[src/rtl/muldiv_sequencer.sv]
// muldiv_sequencer: multi-cycle RV32M multiply/divide engine for the EX stage.
// One shift-add / restoring-subtract datapath is reused for all eight ops.
// The pipeline is stalled until a single registered result is handed back.
module muldiv_sequencer #(
  parameter int WIDTH = 32
) (
  input  logic             clk,
  input  logic             rst,
  input  logic             start,
  input  logic             flush,
  input  logic [2:0]       func3,
  input  logic [WIDTH-1:0] a,
  input  logic [WIDTH-1:0] b,
  output logic             stall,
  output logic             busy,
  output logic             done,
  output logic [WIDTH-1:0] result
);

  localparam int CW = $clog2(WIDTH);
  localparam logic [CW-1:0] CNT_LOAD = CW'(WIDTH - 1);

  typedef enum logic [2:0] {
    ST_IDLE,
    ST_PREP,
    ST_ITER,
    ST_FIX,
    ST_DONE
  } state_t;

  state_t                 state_q, state_d;
  logic [2:0]             f3_q, f3_d;
  // Multiply: opa = multiplicand (shifts left), opb = multiplier (shifts right).
  // Divide:   opa = divisor,                    opb = dividend -> quotient.
  logic [2*WIDTH-1:0]     opa_q, opa_d;
  logic [WIDTH-1:0]       opb_q, opb_d;
  // Multiply: 2*WIDTH product. Divide: partial remainder in acc[WIDTH:0].
  logic [2*WIDTH-1:0]     acc_q, acc_d;
  logic [CW-1:0]          cnt_q, cnt_d;
  logic                   neg_a_q, neg_a_d;
  logic                   neg_b_q, neg_b_d;
  logic [WIDTH-1:0]       result_q, result_d;

  // Two's-complement negate when en is set, WIDTH bits.
  function automatic logic [WIDTH-1:0] cneg_w(input logic [WIDTH-1:0] x, input logic en);
    return en ? -x : x;
  endfunction

  // Two's-complement negate when en is set, 2*WIDTH bits.
  function automatic logic [2*WIDTH-1:0] cneg_2w(input logic [2*WIDTH-1:0] x, input logic en);
    return en ? -x : x;
  endfunction

  // Operand decode, valid while in PREP (raw operands still sit in opa/opb).
  logic                   is_div;
  logic                   a_signed, b_signed;
  logic [WIDTH-1:0]       a_raw, b_raw;
  logic                   a_neg, b_neg;
  logic [WIDTH-1:0]       a_mag, b_mag;
  logic                   div_zero, div_ovf;

  assign is_div   = f3_q[2];
  assign a_signed = (f3_q == 3'b001) || (f3_q == 3'b010) || (f3_q == 3'b100) || (f3_q == 3'b110);
  assign b_signed = (f3_q == 3'b001) || (f3_q == 3'b100) || (f3_q == 3'b110);
  assign a_raw    = opa_q[WIDTH-1:0];
  assign b_raw    = opb_q;
  assign a_neg    = a_signed && a_raw[WIDTH-1];
  assign b_neg    = b_signed && b_raw[WIDTH-1];
  assign a_mag    = cneg_w(a_raw, a_neg);
  assign b_mag    = cneg_w(b_raw, b_neg);
  assign div_zero = (b_raw == '0);
  assign div_ovf  = ((f3_q == 3'b100) || (f3_q == 3'b110)) &&
                    (a_raw == {1'b1, {(WIDTH-1){1'b0}}}) && (b_raw == '1);

  // Restoring-divide step: shift in the next dividend bit, trial-subtract.
  // One extra bit on the trial difference exposes the borrow.
  logic [WIDTH:0]         rem_shift;
  logic [WIDTH+1:0]       rem_trial;
  logic                   q_bit;

  assign rem_shift = {acc_q[WIDTH-1:0], opb_q[WIDTH-1]};
  assign rem_trial = {1'b0, rem_shift} - {2'b00, opa_q[WIDTH-1:0]};
  assign q_bit     = ~rem_trial[WIDTH+1];

  // Sign fix-up of the unsigned iteration results.
  logic [2*WIDTH-1:0]     prod_fix;
  logic [WIDTH-1:0]       quot_fix, rem_fix;
  logic [WIDTH-1:0]       fix_sel;

  assign prod_fix = cneg_2w(acc_q, neg_a_q ^ neg_b_q);
  assign quot_fix = cneg_w(opb_q, neg_a_q ^ neg_b_q);
  assign rem_fix  = cneg_w(acc_q[WIDTH-1:0], neg_a_q);

  // Pick the architectural result for the latched func3.
  always_comb begin
    fix_sel = prod_fix[WIDTH-1:0];
    case (f3_q)
      3'b000:                 fix_sel = prod_fix[WIDTH-1:0];
      3'b001, 3'b010, 3'b011: fix_sel = prod_fix[2*WIDTH-1:WIDTH];
      3'b100, 3'b101:         fix_sel = quot_fix;
      default:                fix_sel = rem_fix;
    endcase
  end

  // Next-state and datapath update; flush always wins and keeps result.
  always_comb begin
    state_d  = state_q;
    f3_d     = f3_q;
    opa_d    = opa_q;
    opb_d    = opb_q;
    acc_d    = acc_q;
    cnt_d    = cnt_q;
    neg_a_d  = neg_a_q;
    neg_b_d  = neg_b_q;
    result_d = result_q;
    case (state_q)
      ST_IDLE: begin
        if (start && !flush) begin
          f3_d    = func3;
          opa_d   = {{WIDTH{1'b0}}, a};
          opb_d   = b;
          state_d = ST_PREP;
        end
      end
      ST_PREP: begin
        neg_a_d = a_neg;
        neg_b_d = b_neg;
        acc_d   = '0;
        cnt_d   = CNT_LOAD;
        if (is_div) begin
          opa_d = {{WIDTH{1'b0}}, b_mag};
          opb_d = a_mag;
        end else begin
          opa_d = {{WIDTH{1'b0}}, a_mag};
          opb_d = b_mag;
        end
        if (is_div && div_zero) begin
          result_d = f3_q[1] ? a_raw : '1;
          state_d  = ST_DONE;
        end else if (is_div && div_ovf) begin
          result_d = f3_q[1] ? '0 : a_raw;
          state_d  = ST_DONE;
        end else begin
          state_d = ST_ITER;
        end
      end
      ST_ITER: begin
        if (is_div) begin
          acc_d = {{(WIDTH-1){1'b0}}, (q_bit ? rem_trial[WIDTH:0] : rem_shift)};
          opb_d = {opb_q[WIDTH-2:0], q_bit};
        end else begin
          if (opb_q[0]) begin
            acc_d = acc_q + opa_q;
          end
          opa_d = {opa_q[2*WIDTH-2:0], 1'b0};
          opb_d = {1'b0, opb_q[WIDTH-1:1]};
        end
        if (cnt_q == '0) begin
          state_d = ST_FIX;
        end else begin
          cnt_d = cnt_q - CW'(1);
        end
      end
      ST_FIX: begin
        result_d = fix_sel;
        state_d  = ST_DONE;
      end
      ST_DONE: begin
        state_d = ST_IDLE;
      end
      default: begin
        state_d = ST_IDLE;
      end
    endcase
    if (flush) begin
      state_d  = ST_IDLE;
      result_d = result_q;
    end
  end

  // State and datapath registers, cleared asynchronously on reset.
  always_ff @(posedge clk or negedge rst) begin
    if (!rst) begin
      state_q  <= ST_IDLE;
      f3_q     <= '0;
      opa_q    <= '0;
      opb_q    <= '0;
      acc_q    <= '0;
      cnt_q    <= '0;
      neg_a_q  <= 1'b0;
      neg_b_q  <= 1'b0;
      result_q <= '0;
    end else begin
      state_q  <= state_d;
      f3_q     <= f3_d;
      opa_q    <= opa_d;
      opb_q    <= opb_d;
      acc_q    <= acc_d;
      cnt_q    <= cnt_d;
      neg_a_q  <= neg_a_d;
      neg_b_q  <= neg_b_d;
      result_q <= result_d;
    end
  end

  assign stall  = ((state_q == ST_IDLE) && start && !flush) ||
                  (state_q == ST_PREP) || (state_q == ST_ITER) || (state_q == ST_FIX);
  assign busy   = (state_q != ST_IDLE);
  assign done   = (state_q == ST_DONE);
  assign result = result_q;

endmodule
[config.mk]
export PLATFORM = sky130hd
export DESIGN_NAME = muldiv_sequencer
export DESIGN_NICKNAME = d
export VERILOG_FILES = /design/src/rtl/muldiv_sequencer.sv
export SDC_FILE = /design/constraint.sdc
export NUM_CORES = 1
export LEC_CHECK = 0
export ABC_AREA = 1
export CORE_UTILIZATION = 28
export DETAILED_ROUTE_END_ITERATION = 7
export PLACE_DENSITY = 0.41
export SYNTH_ARGS = -nofsm -noshare
export SYNTH_HDL_FRONTEND = slang
export SYNTH_SLANG_ARGS = --single-unit
[constraint.sdc]
create_clock -name clk -period 4.5 [get_ports clk]
set_input_delay 1.35 -clock clk [delete_from_list [all_inputs] [get_ports clk]]
set_output_delay 1.35 -clock clk [all_outputs]
set_load 0.1 [all_outputs]
==> PnR_summary.wiki <==
{| class="wikitable"
! Metric !! Value
|-
| Status || finished clean
|-
| Most common cell in the synthesized netlist || sky130_fd_sc_hd__nand2_1
|-
| Fraction of synthesized cell area taken by the top area cell type || 24.2%
|-
| Most used flip-flop cell after synthesis || sky130_fd_sc_hd__dfrtp_1
|-
| Fin crit period || 3.85 ns
|-
| Sequential area share after synthesis || 20.1%
|-
| Std-Cell Core Area || 0.0901 mm2
|-
| Clock net sink count || 205
|-
| Register-to-Register Setup Slack || 1.06 ns
|-
| TNS Setup || 0 ns
|-
| Via count of the first global-routing pass || a little under 30000
|-
| Capturing element type of the critical path || output pin
|-
| Top-level port count || between 100 and 150
|-
| Unique cell type count in the Yosys netlist || 52
|-
| Critical Path, Cell by Cell || clkdlybuf4s50_1, nor2_1, nand2_1, nor2_2, nor2_4, nand2_1, buf_12
|-
| Type of the setup path with the least slack || in2out
|-
| Routed WL || 139000 um
|-
| Number of warnings issued by yosys || 0
|-
| Slowest CP cell || sky130_fd_sc_hd__clkdlybuf4s50_1
|-
| Worst hold margin || 0.484 ns
|-
| Critical path origin || flush
|-
| Maximum number of pins on one net before global-route repair || 149
|-
| Number of cells on the worst reg-to-reg path || 14
|-
| Initial Util || 28.3%
|-
| CP Data Required Time || around 3.2 ns
|-
| Standby leakage power || 14.7 nW
|-
| Global-route wire length before repair || 202000 um
|-
| Cell Pwr Density || 811 mW/mm2
|-
| Final standard cell count with taps included and fillers excluded || 5838
|-
| Final Wtd Congestion || about 0.96
|-
| Hold path depth || 2
|-
| Reg2Reg Launch Point || opa_q[15]$_DFFE_PN0P_
|-
| Worst supply voltage drop on vdd || 0.000486 V
|-
| Number of iterations in the first detailed-routing pass || 6
|-
| Leading post-synthesis cells by cell area || sky130_fd_sc_hd__nand2_1, sky130_fd_sc_hd__dfrtp_1, sky130_fd_sc_hd__nand3_1
|-
| Floorplan die area || 0.0923 mm2
|-
| Total grt overflow || 0
|-
| Commonest cells in the netlist || sky130_fd_sc_hd__nand2_1, sky130_fd_sc_hd__inv_1, sky130_fd_sc_hd__nand3_1, sky130_fd_sc_hd__nor2_1, sky130_fd_sc_hd__a21oi_1
|-
| Slowest Stage Delay on Critical Path || ~0.44 ns
|-
| End of the worst register-to-register path || acc_q[16]$_DFFE_PN0P_
|-
| # placed instances || 5786
|-
| Number of DRC markers after the initial detailed-route iteration || 2912
|-
| Cell taking the most area after synthesis || sky130_fd_sc_hd__nand2_1
|-
| Critical path fanouts, max || 3
|-
| Setup WS pre-CTS || 0.638 ns
|-
| Post-synth net total || between 4000 and 5000
|-
| HP Class || reg2reg
|-
| Count of endpoints failing setup in the final report || 0
|-
| WL per Instance || 23.8 um
|-
| Portion of the clock cycle consumed by the worst path in the final layout || 85.6%
|-
| Final number of max-transition violations || 0
|-
| Area delta synth->final || 13.3%
|-
| Count of hold-fix buffers inserted at cts || 0
|-
| Antenna violations before repair || 2
|-
| Number of flops mapped to enable cells by yosys || 0
|-
| Clock tree buffer depth || 3
|-
| Clock tree from TritonCTS || yes
|-
| Detail Placement HPWL || ~110000 um
|-
| Die Height || 304 um
|-
| Cell row count || 110
|-
| Port Buf Inserts || about 110
|-
| #FFs+latches synth || between 200 and 250
|-
| Vias after detailed routing || 30500
|-
| Worst-Skew Late Latency || between 0.6 and 0.7 ns
|-
| Antenna Violating Nets Remaining || 0
|-
| Number of hold-slack violations in the final timing report || 0
|-
| Post-cts sizing count || 0
|-
| CP dominant cell by count || sky130_fd_sc_hd__nand2_1
|-
| Worst-case clock skew || 0.0666 ns
|-
| Count of mapped cells out of synthesis || between 4000 and 5000
|-
| Relative slew margins || 24.3%
|-
| # diodes || 0
|-
| Mapped Area || 0.0255 mm2
|-
| Setup repair after global routing missed its margin || no
|-
| TritonCTS buffer count || 28
|-
| Maximum clock rate || 260 MHz
|-
| H-tree lvl count || 1
|-
| DR DRC count || 0
|-
| Post-synthesis async set-or-reset flop share || 100%
|-
| Global router's overall resource usage || 29.5%
|-
| Postcts setup bufs || 0
|-
| CTS clk-pin slew, worst paths || 0.06 ns
|-
| Reported max-cap violation count || 0
|-
| Clock root buffer master || sky130_fd_sc_hd__clkbuf_16
|-
| Slew at the pin closest to its max-slew limit || 1.13 ns
|-
| Fin util || 32.1%
|-
| Die W || 304 um
|-
| Final worst-path setup slack || around 0.65 ns
|-
| Launching element type of the critical path || input pin
|-
| Fraction of final layout cells with drive strength greater than 1 || 4.40%
|-
| Syn_area_per_cell || 5.55 um2
|-
| Count of fill cells added during filler insertion || 10400
|-
| Fin nets || ~4800
|-
| Start point of the worst hold path || result[20]$_DFFE_PN0P_
|-
| Vias/cell || 5.22
|-
| Worst endpoint data arrival time || 2.50 ns
|-
| Endpoint, Worst Hold || result[20]$_DFFE_PN0P_
|}
## state kept, by name, summed over array words and instances (netlist names)
signal   flops
acc_q       64
f3_q         3
b_raw       32
state_q      3
neg_a_q      1
cnt_q        5
result      32
neg_b_q      1
opa_q       64
## metrics by stage
step / power (W) / instance area [um2]
global route: 0.0250 / 28900
floorplan: 0.0141 / 25500
detailed placement: 0.0206 / 27900
CTS: 0.0232 / 28900
finish: 0.0234 / 28900
global placement: 0.0206 / 27900
## cell type report
type	instances	area [um2]	area share, %
well taps	1176	1470	5.09
repair buffers	183	1700	5.89
flip-flops and latches	205	5130	17.8
clock buffers	39	812	2.81
clock inverters	13	193	0.667
multi-input cells	3587	17200	59.5
inverters	635	2380	8.25
## worst max-delay path, delay by kind of cell
kind,cells,cell delay [ns]
AND/OR/NAND/NOR,5,0.54
buffers and inverters,2,0.62
## cell families after synthesis
logic type / count (synthesis) / share of synthesized area [%]
simple gates: 2782 / 45.6
buf+inv: 806 / 12.5
compound gates: 645 / 14.7
flops: 205 / 20.1
fa+ha+maj: 103 / 5.11
xor+xnor: 57 / 1.96
## power breakdown
part	switching, W	internal [W]	total, W
Clock	0.00106	0.00149	0.00254
Sequential	0.00113	0.00242	0.00355
Combinational	0.0128	0.00451	0.0173
## metal layers
layer | part of all wire, % | up-vias | global-route usage, %
met1 | 43 | 14300 | 38.1
met3 | 5.5 | 232 | 3.02
met2 | 46 | 998 | 48.6
met5 | 0 | - | 0
met4 | 5.9 | 0 | 15.3
li1 | - | 14900 | -
## how the worst max path moves through the flow
stage,cells after the start,endpoint,slack [ns]
6_report,7,stall,0.65
5_1_grt,4,done,0.53
4_1_cts,4,done,0.63
3_5_place_dp,7,stall,0.64
3_3_place_gp,7,stall,0.63
2_1_floorplan,6,stall,0.44
## layout by cell type, fill, tap and decap left out, types with 11 or more instances in the layout
master,count
sky130_fd_sc_hd__a22oi_1,28
sky130_fd_sc_hd__nor2_1,474
sky130_fd_sc_hd__o21bai_1,17
sky130_fd_sc_hd__a221oi_1,41
sky130_fd_sc_hd__a211oi_1,17
sky130_fd_sc_hd__buf_4,74
sky130_fd_sc_hd__nand2_2,19
sky130_fd_sc_hd__a21oi_1,223
sky130_fd_sc_hd__nand3_1,477
sky130_fd_sc_hd__nand2_1,1638
sky130_fd_sc_hd__ha_1,101
sky130_fd_sc_hd__o21ai_0,173
sky130_fd_sc_hd__clkdlybuf4s50_1,103
sky130_fd_sc_hd__nand3b_1,39
sky130_fd_sc_hd__nor3_1,29
sky130_fd_sc_hd__inv_1,622
sky130_fd_sc_hd__xor2_1,43
sky130_fd_sc_hd__clkbuf_16,28
sky130_fd_sc_hd__nand4_1,56
sky130_fd_sc_hd__xnor2_1,14
sky130_fd_sc_hd__o211ai_1,26
sky130_fd_sc_hd__dfrtp_1,204
sky130_fd_sc_hd__o21ai_1,42
sky130_fd_sc_hd__inv_2,11
sky130_fd_sc_hd__nor2_2,16
sky130_fd_sc_hd__o22ai_1,46
No activity file was read; power rests on OpenSTA's default activity.
